File: config.mk
export PLATFORM = sky130hd
export DESIGN_NAME = tilemap_engine
export DESIGN_NICKNAME = d
export VERILOG_FILES = /design/src/rtl/tank_gfx_pkg.sv /design/src/rtl/tile_atlas_rom.sv /design/src/rtl/tilemap_engine.sv
export SDC_FILE = /design/constraint.sdc
export NUM_CORES = 1
export LEC_CHECK = 0
export CORE_ASPECT_RATIO = 1.25
export CORE_MARGIN = 2
export CORE_UTILIZATION = 45
export CTS_CLUSTER_SIZE = 8
export DETAILED_ROUTE_END_ITERATION = 10
export MAX_ROUTING_LAYER = met4
export SLEW_MARGIN = 10
export SYNTH_ARGS = -nofsm -noshare
export SYNTH_HDL_FRONTEND = slang
export SYNTH_SLANG_ARGS = --single-unit
File: constraint.sdc
create_clock -name clk -period 12.95 [get_ports clk]
set_input_delay 1.295 -clock clk [delete_from_list [all_inputs] [get_ports clk]]
set_output_delay 1.295 -clock clk [all_outputs]
set_load 0.05 [all_outputs]
File: src/rtl/tank_gfx_pkg.sv
// Shared graphics types for the tank tile engine: tile codes, atlas placement, default map.
// Latency: n/a (constants and pure functions only).
// Backpressure: n/a.
package tank_gfx_pkg;

    typedef enum logic [1:0] {
        ROAD  = 2'd0,
        WALL  = 2'd1,
        BRICK = 2'd2,
        WATER = 2'd3
    } tile_type_t;

    typedef enum logic {
        ST_INIT = 1'b0,
        ST_RUN  = 1'b1
    } fsm_state_t;

    // Texel value that means "let the layer underneath show through".
    localparam logic [11:0] TRANSPARENT = 12'h00F;

    typedef struct packed {
        logic [2:0] col;
        logic [2:0] row;
    } atlas_pos_t;

    // Where each tile type's artwork lives in the atlas, in tile units.
    function automatic atlas_pos_t atlas_pos(input tile_type_t t);
        atlas_pos_t p;
        case (t)
            ROAD:    p = '{col: 3'd7, row: 3'd1};
            WALL:    p = '{col: 3'd0, row: 3'd0};
            BRICK:   p = '{col: 3'd1, row: 3'd0};
            WATER:   p = '{col: 3'd2, row: 3'd0};
            default: p = '{col: 3'd0, row: 3'd0};
        endcase
        return p;
    endfunction

    // Default 16x16 arena: walled border, two brick/water fortification rows.
    // Element [0] of each dimension is listed first (row 0 / column 0).
    typedef logic [0:15][1:0] map_row_t;

    localparam map_row_t ROW_EDGE = {16{2'd1}};
    localparam map_row_t ROW_OPEN = {2'd1, {14{2'd0}}, 2'd1};
    localparam map_row_t ROW_FORT = {2'd1, 2'd0, 2'd0, 2'd2, 2'd2, 2'd2, 2'd0, 2'd0,
                                     2'd0, 2'd0, 2'd3, 2'd3, 2'd0, 2'd0, 2'd0, 2'd1};

    localparam logic [0:15][0:15][1:0] DEFAULT_MAP = {
        ROW_EDGE, ROW_OPEN, ROW_OPEN, ROW_OPEN,
        ROW_FORT, ROW_OPEN, ROW_OPEN, ROW_OPEN,
        ROW_OPEN, ROW_OPEN, ROW_OPEN, ROW_FORT,
        ROW_OPEN, ROW_OPEN, ROW_OPEN, ROW_EDGE
    };

endpackage

File: src/rtl/tile_atlas_rom.sv
// Tile artwork atlas ROM, procedurally generated texels.
// Latency: 1 cycle from address to texel (synchronous read).
// Backpressure: none; one lookup per cycle, always ready.
// Ports: clk; ax/ay atlas pixel coordinate in; texel RGB444 out.
module tile_atlas_rom (
    input  logic        clk,
    input  logic [9:0]  ax,
    input  logic [9:0]  ay,
    output logic [11:0] texel
);

    logic [11:0] texel_d;
    logic [11:0] texel_q;

    // R follows the coarse x position, G the coarse y position, B a local
    // checker pattern. The top address bits are folded into R/G so that
    // wide-tile atlases still get distinct art beyond 256 pixels.
    always_comb begin
        texel_d = {ax[7:4] ^ {2'b00, ax[9:8]},
                   ay[7:4] ^ {2'b00, ay[9:8]},
                   ax[3:0] ^ ay[3:0]};
    end

    always_ff @(posedge clk) begin
        texel_q <= texel_d;
    end

    assign texel = texel_q;

endmodule

File: src/rtl/tilemap_engine.sv
// Tile-map background renderer with tile RAM, update port, collision query and map loader.
// Latency: x/y/video_on -> color/pixel_on 3 cycles fixed; query 1 cycle; wr_err 1 cycle after accept.
// Backpressure: wr_ready low only while the default map is being loaded (busy); render never stalls.
// Ports: clk/reset; video_on,x,y scan in; pixel_on,color out; wr_* update handshake + wr_err;
//        q_col/q_row -> q_type collision query; init_req reload request, busy while loading.
module tilemap_engine
    import tank_gfx_pkg::*;
#(
    parameter int TILE_W   = 32,
    parameter int TILE_H   = 32,
    parameter int MAP_COLS = 16,
    parameter int MAP_ROWS = 16,
    parameter int TYPE_W   = 2
) (
    input  logic              clk,
    input  logic              reset,
    input  logic              video_on,
    input  logic [9:0]        x,
    input  logic [9:0]        y,
    output logic              pixel_on,
    output logic [11:0]       color,
    input  logic              wr_valid,
    output logic              wr_ready,
    input  logic [4:0]        wr_col,
    input  logic [4:0]        wr_row,
    input  logic [TYPE_W-1:0] wr_type,
    output logic              wr_err,
    input  logic [4:0]        q_col,
    input  logic [4:0]        q_row,
    output logic [TYPE_W-1:0] q_type,
    input  logic              init_req,
    output logic              busy
);

    localparam int CELLS  = MAP_COLS * MAP_ROWS;
    localparam int IDX_W  = (CELLS > 1) ? $clog2(CELLS) : 1;
    localparam int XOFF_W = $clog2(TILE_W);
    localparam int YOFF_W = $clog2(TILE_H);

    function automatic logic [IDX_W-1:0] cell_idx(input logic [4:0] row, input logic [4:0] col);
        return IDX_W'(int'(row) * MAP_COLS + int'(col));
    endfunction

    // ---------------- tile RAM ----------------
    logic [TYPE_W-1:0] tile_ram_q [CELLS];
    logic              ram_we;
    logic [IDX_W-1:0]  ram_waddr;
    logic [TYPE_W-1:0] ram_wdat;

    // Reads elsewhere are combinational from this array and registered,
    // so a same-cycle write is seen by readers only on the following cycle.
    always_ff @(posedge clk) begin
        if (ram_we) begin
            tile_ram_q[ram_waddr] <= ram_wdat;
        end
    end

    // ---------------- state ----------------
    fsm_state_t        state_q, state_d;
    logic [4:0]        init_col_q, init_col_d;
    logic [4:0]        init_row_q, init_row_d;
    logic              busy_q, busy_d;
    logic              wr_ready_q, wr_ready_d;
    logic              wr_err_q, wr_err_d;
    logic [TYPE_W-1:0] q_type_q, q_type_d;

    // render pipeline
    logic              s1_vld_q, s1_vld_d;
    logic              s1_inmap_q, s1_inmap_d;
    logic [4:0]        s1_col_q, s1_col_d;
    logic [4:0]        s1_row_q, s1_row_d;
    logic [XOFF_W-1:0] s1_xoff_q, s1_xoff_d;
    logic [YOFF_W-1:0] s1_yoff_q, s1_yoff_d;
    logic              s2_vld_q, s2_vld_d;
    logic              s2_inmap_q, s2_inmap_d;
    logic [9:0]        s2_ax_q, s2_ax_d;
    logic [9:0]        s2_ay_q, s2_ay_d;
    logic              s3_vld_q, s3_vld_d;
    logic              s3_inmap_q, s3_inmap_d;

    logic              wr_fire;
    logic              wr_in_range;
    logic              q_in_range;
    logic [TYPE_W-1:0] s2_type;
    tile_type_t        s2_tile;
    atlas_pos_t        s2_atl;
    logic [11:0]       rom_texel;

    // ---------------- control / write path ----------------
    always_comb begin
        state_d    = state_q;
        init_col_d = init_col_q;
        init_row_d = init_row_q;
        busy_d     = busy_q;
        wr_ready_d = wr_ready_q;
        ram_we     = 1'b0;
        ram_waddr  = '0;
        ram_wdat   = '0;

        wr_fire     = wr_valid && wr_ready_q;
        wr_in_range = (int'(wr_col) < MAP_COLS) && (int'(wr_row) < MAP_ROWS);
        // Out-of-range writes are still consumed; they only raise an error.
        wr_err_d    = wr_fire && !wr_in_range;

        case (state_q)
            ST_INIT: begin
                ram_we    = 1'b1;
                ram_waddr = cell_idx(init_row_q, init_col_q);
                ram_wdat  = TYPE_W'(DEFAULT_MAP[init_row_q[3:0]][init_col_q[3:0]]);
                if (init_col_q == 5'(MAP_COLS - 1)) begin
                    init_col_d = '0;
                    if (init_row_q == 5'(MAP_ROWS - 1)) begin
                        init_row_d = '0;
                        state_d    = ST_RUN;
                        busy_d     = 1'b0;
                        wr_ready_d = 1'b1;
                    end else begin
                        init_row_d = init_row_q + 5'd1;
                    end
                end else begin
                    init_col_d = init_col_q + 5'd1;
                end
            end
            default: begin
                if (wr_fire && wr_in_range) begin
                    ram_we    = 1'b1;
                    ram_waddr = cell_idx(wr_row, wr_col);
                    ram_wdat  = wr_type;
                end
                if (init_req) begin
                    state_d    = ST_INIT;
                    init_col_d = '0;
                    init_row_d = '0;
                    busy_d     = 1'b1;
                    wr_ready_d = 1'b0;
                end
            end
        endcase

        // No RAM update while reset is held, so an interrupted load or write leaves nothing half-done.
        if (reset) begin
            ram_we = 1'b0;
        end
    end

    // ---------------- collision query ----------------
    always_comb begin
        q_in_range = (int'(q_col) < MAP_COLS) && (int'(q_row) < MAP_ROWS);
        q_type_d   = q_in_range ? tile_ram_q[cell_idx(q_row, q_col)] : TYPE_W'(WALL);
    end

    // ---------------- render pipeline ----------------
    always_comb begin
        // S1: split scan position into tile coordinate and in-tile offset.
        s1_vld_d   = video_on;
        s1_inmap_d = (int'(x >> XOFF_W) < MAP_COLS) && (int'(y >> YOFF_W) < MAP_ROWS);
        s1_col_d   = 5'(x >> XOFF_W);
        s1_row_d   = 5'(y >> YOFF_W);
        s1_xoff_d  = x[XOFF_W-1:0];
        s1_yoff_d  = y[YOFF_W-1:0];

        // S2: tile lookup and atlas placement. Codes beyond the named types render as wall art.
        s2_type    = tile_ram_q[cell_idx(s1_row_q, s1_col_q)];
        s2_tile    = (int'(s2_type) < 4) ? tile_type_t'(s2_type[1:0]) : WALL;
        s2_atl     = atlas_pos(s2_tile);
        s2_vld_d   = s1_vld_q;
        s2_inmap_d = s1_inmap_q;
        // Tile sizes are powers of two, so col*TILE_W + offset is a concatenation.
        s2_ax_d    = 10'({s2_atl.col, s1_xoff_q});
        s2_ay_d    = 10'({s2_atl.row, s1_yoff_q});

        // S3 flags travel alongside the ROM's own output register.
        s3_vld_d   = s2_vld_q;
        s3_inmap_d = s2_inmap_q;
    end

    tile_atlas_rom u_atlas (
        .clk   (clk),
        .ax    (s2_ax_q),
        .ay    (s2_ay_q),
        .texel (rom_texel)
    );

    always_comb begin
        pixel_on = s3_vld_q && s3_inmap_q && (state_q == ST_RUN) && (rom_texel != TRANSPARENT);
        color    = pixel_on ? rom_texel : 12'h000;
    end

    // ---------------- registers ----------------
    always_ff @(posedge clk or posedge reset) begin
        if (reset) begin
            state_q    <= ST_INIT;
            init_col_q <= '0;
            init_row_q <= '0;
            busy_q     <= 1'b1;
            wr_ready_q <= 1'b0;
            wr_err_q   <= 1'b0;
            q_type_q   <= '0;
            s1_vld_q   <= 1'b0;
            s1_inmap_q <= 1'b0;
            s1_col_q   <= '0;
            s1_row_q   <= '0;
            s1_xoff_q  <= '0;
            s1_yoff_q  <= '0;
            s2_vld_q   <= 1'b0;
            s2_inmap_q <= 1'b0;
            s2_ax_q    <= '0;
            s2_ay_q    <= '0;
            s3_vld_q   <= 1'b0;
            s3_inmap_q <= 1'b0;
        end else begin
            state_q    <= state_d;
            init_col_q <= init_col_d;
            init_row_q <= init_row_d;
            busy_q     <= busy_d;
            wr_ready_q <= wr_ready_d;
            wr_err_q   <= wr_err_d;
            q_type_q   <= q_type_d;
            s1_vld_q   <= s1_vld_d;
            s1_inmap_q <= s1_inmap_d;
            s1_col_q   <= s1_col_d;
            s1_row_q   <= s1_row_d;
            s1_xoff_q  <= s1_xoff_d;
            s1_yoff_q  <= s1_yoff_d;
            s2_vld_q   <= s2_vld_d;
            s2_inmap_q <= s2_inmap_d;
            s2_ax_q    <= s2_ax_d;
            s2_ay_q    <= s2_ay_d;
            s3_vld_q   <= s3_vld_d;
            s3_inmap_q <= s3_inmap_d;
        end
    end

    assign busy     = busy_q;
    assign wr_ready = wr_ready_q;
    assign wr_err   = wr_err_q;
    assign q_type   = q_type_q;

endmodule

**Word-level counts from Yosys, hierarchy flattened**

Memory sizes are Yosys's and may differ from the RTL's.
Index checks and enable logic that the tools add are counted.

- Register bits after elaboration: 69
- RAM bits: 512
- Memory bits (read-only): 512
- Input port bits: 47
- Output and inout port bits: 18
- Word-level logic and storage cells: 96
- Memories kept: 2

Memories:

| memory | depth | bits a word | rd ports | clocked after Yosys merged registers in | write ports | RTL line | RTL |
|---|---|---|---|---|---|---|---|
| (name not given) | 16 | 32 | 1 | 0 | 0 | tilemap_engine.sv:109 | `ram_wdat = TYPE_W'(DEFAULT_MAP[init_row_q[3:0]][init_col_q[3:0]]);` |
| tile_ram_q | 256 | 2 | 2 | 0 | 1 | tilemap_engine.sv:45 | `logic [TYPE_W-1:0] tile_ram_q [CELLS];` |

- Add/subtract/negate cells: 6
- Order comparisons: 8
- Equality and inequality tests: 7
- Mux-type cells: 35
- Bitwise logic cells: 3
- Reductions and logical operators: 15

Operators by type and width:

| operator | number |
|---|---|
| 32-bit two-way mux | 2 |
| 8-bit by 5-bit adder with 8-bit output | 4 |
| 5-bit < comparator, second input constant | 6 |
| 5-bit two-way mux | 6 |
| 6-bit case mux with 4 select lines | 1 |
| 1-bit two-way mux | 17 |
| 8-bit two-way mux | 2 |
| 12-bit two-way mux | 1 |
| 12-bit by 4-bit inequality test with 1-bit output, second input constant | 1 |
| 5-bit by 1-bit adder with 5-bit output, second input constant | 2 |
| 5-bit by 4-bit == test with 1-bit output, second input constant | 2 |
| 5-bit greater-or-equal comparator, second input constant | 2 |
| 2-bit two-way mux | 5 |
| 4-bit inverter with 5-bit output | 2 |
| 1-bit logical AND | 9 |
| 2-bit binary-select mux with 4-bit select | 1 |
| 2-bit == test, second input constant | 2 |
| 2-bit nonzero test | 2 |
| 4-bit XOR | 1 |
| 3-bit AND reduction | 1 |
| 2-bit by 1-bit == test with 1-bit output, second input constant | 1 |
| 2-bit logical NOT | 1 |
| 2-bit inequality test, second input constant | 1 |
| 2-bit AND reduction | 1 |
| 1-bit logical NOT | 1 |

**Depth between registers and ports, before layout**

- Depth in word-level cells: 8
- Depth in mapped cells: 12
- Gate-level depth less buffers: 10

**Cells and area by module**

A second synthesis with hierarchy kept.

- Cells, all modules: 1689
- Area, all modules: 27710.3 um^2

By module, submodules not included:

| module | times used | cells each | area an instance (um^2) | seq. area each (um^2) |
|---|---|---|---|---|
| tilemap_engine | 1 | 1669 | 27400.0 | 16727.3 |
| tile_atlas_rom | 1 | 20 | 310.3 | 240.2 |

**Worst setup path after synthesis**

Ideal clock, no wire load.

- Kind: register -> register
- From: register init_row_q[1]
- To: memory tile_ram_q[0][1] (data pin)
- Setup time: 2.187 ns
- Arrival time: 10.854 ns
- Required time: 10.763 ns
- Setup slack: -0.091 ns
- Cell stages (with the launch flop): 7
- Buffers on the path: 0
- Clock period less this slack: 13.041 ns
- Path through: dfrtp_1 -> ha_1 -> ha_1 -> nand2_1 -> o21ai_0 -> nand2_1 -> o21ai_0

- Word-level cells in the longest chain between the ends: 8

Ends and longest elaborated chain:

| element | RTL line | RTL |
|---|---|---|
| from (decl) | tilemap_engine.sv:61 | `logic [4:0] init_row_q, init_row_d;` |
| from (signal assigned) | tilemap_engine.sv:214 | `init_row_q <= init_row_d;` |
| 4-bit inverter with 5-bit output (implied by the code) | tilemap_engine.sv:109 |  |
| memory 16 x 32 bit | n/a |  |
| 32-bit two-way mux (implied by the code) (2 in a row) | tilemap_engine.sv:109 |  |
| 2-bit binary-select mux with 4-bit select | tilemap_engine.sv:109 |  |
| 2-bit two-way mux (implied by the code) (2 in a row) | tilemap_engine.sv:109 |  |
| 2-bit two-way mux | tilemap_engine.sv:105 | `case (state_q)` |
| named net ram_wdat[1] | tilemap_engine.sv:48 | `logic [TYPE_W-1:0] ram_wdat;` |
| to (decl) | tilemap_engine.sv:45 |  |

The timed path passes the listed nets, and every way through them passes these cells. The select of a mux whose other input is x is not followed.

==> impl_metrics.ini <==
[clocking]
clk_pin_slew_worst_paths_ns = 0.05
cts_buffers = 81
cts-root-buf = clkbuf_16
cts_tree = yes
clkLatencyLatePin_ns = 0.63
cts-resized-gates = 0
cts_sinks = 575
cts_setup_buffers = 0
cts_hold_buf = 0
clockBufferDepth = 3
h-tree-depth = 3

[finish]
regArea_um2 = 16900
multiInputGateArea_um2 = 9880
postLayoutCoreUtil_pct = 51.3
nFillCells = 4927
nets = 1775
synthToLayoutAreaGrowth_pct = 13.1
stdcell_count = 2530
layout-drive-gt1-share_pct = 23.7

[detailed_routing]
ant_nets = 0
drc_errors = 0
drt-pass1-iter-count = 5
num_vias = 16131
first_iter_violations = 1746
vias_per_cell = 6.38
wl_um = 75100
post_drt_wl_per_cell_um = 29.7

[timing]
max_freq_mhz = 223
rsz0062_at_grt = no
drv_slew = 0
setup_violations = 0
setup_tns_ns = 0
tightest_slew_ns = 1.15
period_share_pct = 34.7
maxSlewHeadroom_pct = 22.8
min_period_ns = 4.49
finClkSkew_ns = 0.0228
finalHoldViolCount = 0
setup_ws_ns = 8.46

[pwr]
clkPwrFrac_pct = 36.1
internal-power_mw = 3.80
pwr-share-seq_pct = 46.1
power.switching_mw = 1.54
power_density_nw_per_um2 = 172
leakage_nw = 9.96
combPwrFrac_pct = 17.8
peakVddDrop_mv = 0.155
sw_frac_of_total_pct = 28.8

[placed_design]
dp.cells = 2402
portBuffers = 62
hpwl_um = 46500
place.gp.congestion = 0.830
place_ws_ns = 7.81

[synth]
netlist.area_leader.share_pct = 56.0
ys_seq_area_share_pct = 61.6
syn-cell-area_um2 = 27500
synth_top_cell_by_area = edfxtp_1
ys_types = 52
ys_warn_count = 0
synthTopCellsByCount = edfxtp_1, nor2_1, mux4_2
synth_top_cells_by_area = edfxtp_1, mux4_2, dfrtp_1
async_flop_share_pct = 9.39
synth_seq_cells = 575
synth_cells = 1652
yosysMostFrequentCell = edfxtp_1
synth_flop_cell = edfxtp_1
syn_area_per_cell_um2 = 16.6
synth_edf_count = 512

[grt]
grt_pass1_wl_um = 111000
grt_max_degree = 108
grt_pass1_vias = 16994
grtUsageTotal_pct = 25.2
antenna_found_initial = 1
grt_overflow = 0

[min_path]
holdCritPathClass = reg -> reg

[floorplanning]
core_um2 = 60500
dieHeight_um = 280
io_pins = 65
die-area_um2 = 63000
die_w_um = 225
start_util_pct = 45.3
row_count = 101

[critical_path]
critPathKind = reg -> reg
start_kind = flop
required_ns = 13.50
critPathArrivalTime_ns = 5.05
end_kind = flop
cp_max_fo = 39

[run]
max_cap_viol_count = 0

[status]
status = completed
-- placed cells by master (no fill, tap or decap), types with 10 or more instances in the layout --
master,n
edfxtp_1,512
nor2_1,280
clkbuf_16,82
a21oi_1,20
buf_4,42
nand2_1,80
nand3_1,12
mux4_2,272
xor2_1,10
dfrtp_1,50
o22ai_1,29
ha_1,14
and2_1,13
inv_1,14
o221ai_1,34
nor2b_1,11
o21ai_0,21
mux2i_1,69
clkbuf_1,38
clkdlybuf4s50_1,59
-- cell type report --
cell class	count	share of cell area, %
diodes	1	0.00806
clock buffers	120	7.07
clock inverters	6	0.242
inverters	16	0.193
multi-input cells	936	31.8
flip-flops and latches	575	54.5
well taps	772	3.11
repair buffers	104	3.07
-- registers in the layout, summed over array words and instances (netlist names), 2 cells and up --
name and count:
tile_ram_q 512, init_row_q 5, s1_yoff_q 5, s1_xoff_q 5
q_type 2, s2_ay_q 6, s2_ax_q 7, u_atlas.texel 9
s1_row_q 4, init_col_q 5, s1_col_q 5
-- path summary, 6_finish.rpt --
kind | start | to | slack (ns) | depth (start not counted)
setup / recovery | s1_col_q[0] | s2_ax_q[6] | 8.46 | 10
hold / removal | s2_vld_q | s3_vld_q | 0.34 | 0
setup reg to reg | s1_col_q[0] | s2_ax_q[6] | 8.46 | 10
hold reg to reg | s2_vld_q | s3_vld_q | 0.34 | 0
max in group asynchronous | reset | s1_col_q[1] | 11.02 | 3
min in group asynchronous | reset | s2_ay_q[5] | 1.32 | 3
-- through the flow --
| stage | hold slack, ns | instance area (µm²) | power [mW] |
|---|---|---|---|
| 2_1_floorplan | 0.324 | 27500 | 3.11 |
| 3_3_place_gp | 0.328 | 28700 | 3.43 |
| 3_5_place_dp | 0.336 | 28700 | 3.45 |
| 4_1_cts | 0.346 | 31000 | 5.38 |
| 5_1_grt | 0.350 | 31000 | 5.54 |
| 6_report | 0.343 | 31000 | 5.34 |
-- logic make-up after synthesis --
group / share of synthesized area [%]
DFF: 61.6
and+or+nand+nor: 6.25
muxes: 24.9
AOI/OAI and AO/OA: 3.69
buffers and inverters: 2.53
adders and majority gates: 0.638
xor gates and xnor gates: 0.415
other: 0.0137
-- metal layers --
metal  up-vias  share of wire [%]  GRT usage (%)
li1       6790                  -              -
met1      8465                 37           30.4
met2       707                 51           41.8
met3       169                7.5           4.62
met4         0                3.9           10.7
met5         -                  0              -
-- worst max-delay path: stages (launching register included) --
cell and delay [ns]:
dfrtp_4 0.67, buf_4 0.61, buf_4 0.73, mux4_2 0.60, mux4_2 0.54, a22o_1 0.25, a221oi_1 0.22, o22ai_1 0.19
nor3_2 0.20, ha_1 0.26, inv_1 0.05
-- power by group through the flow --
| stage | clock network, mW | registers, mW | logic [mW] |
|---|---|---|---|
| after floorplan | 0 | 2.56 | 0.553 |
| after global placement | 0 | 2.50 | 0.930 |
| after detailed placement | 0 | 2.50 | 0.947 |
| after CTS | 1.96 | 2.46 | 0.949 |
| after global routing | 2.04 | 2.47 | 1.03 |
| final | 1.93 | 2.46 | 0.950 |
(Power assumes the default switching activity.)
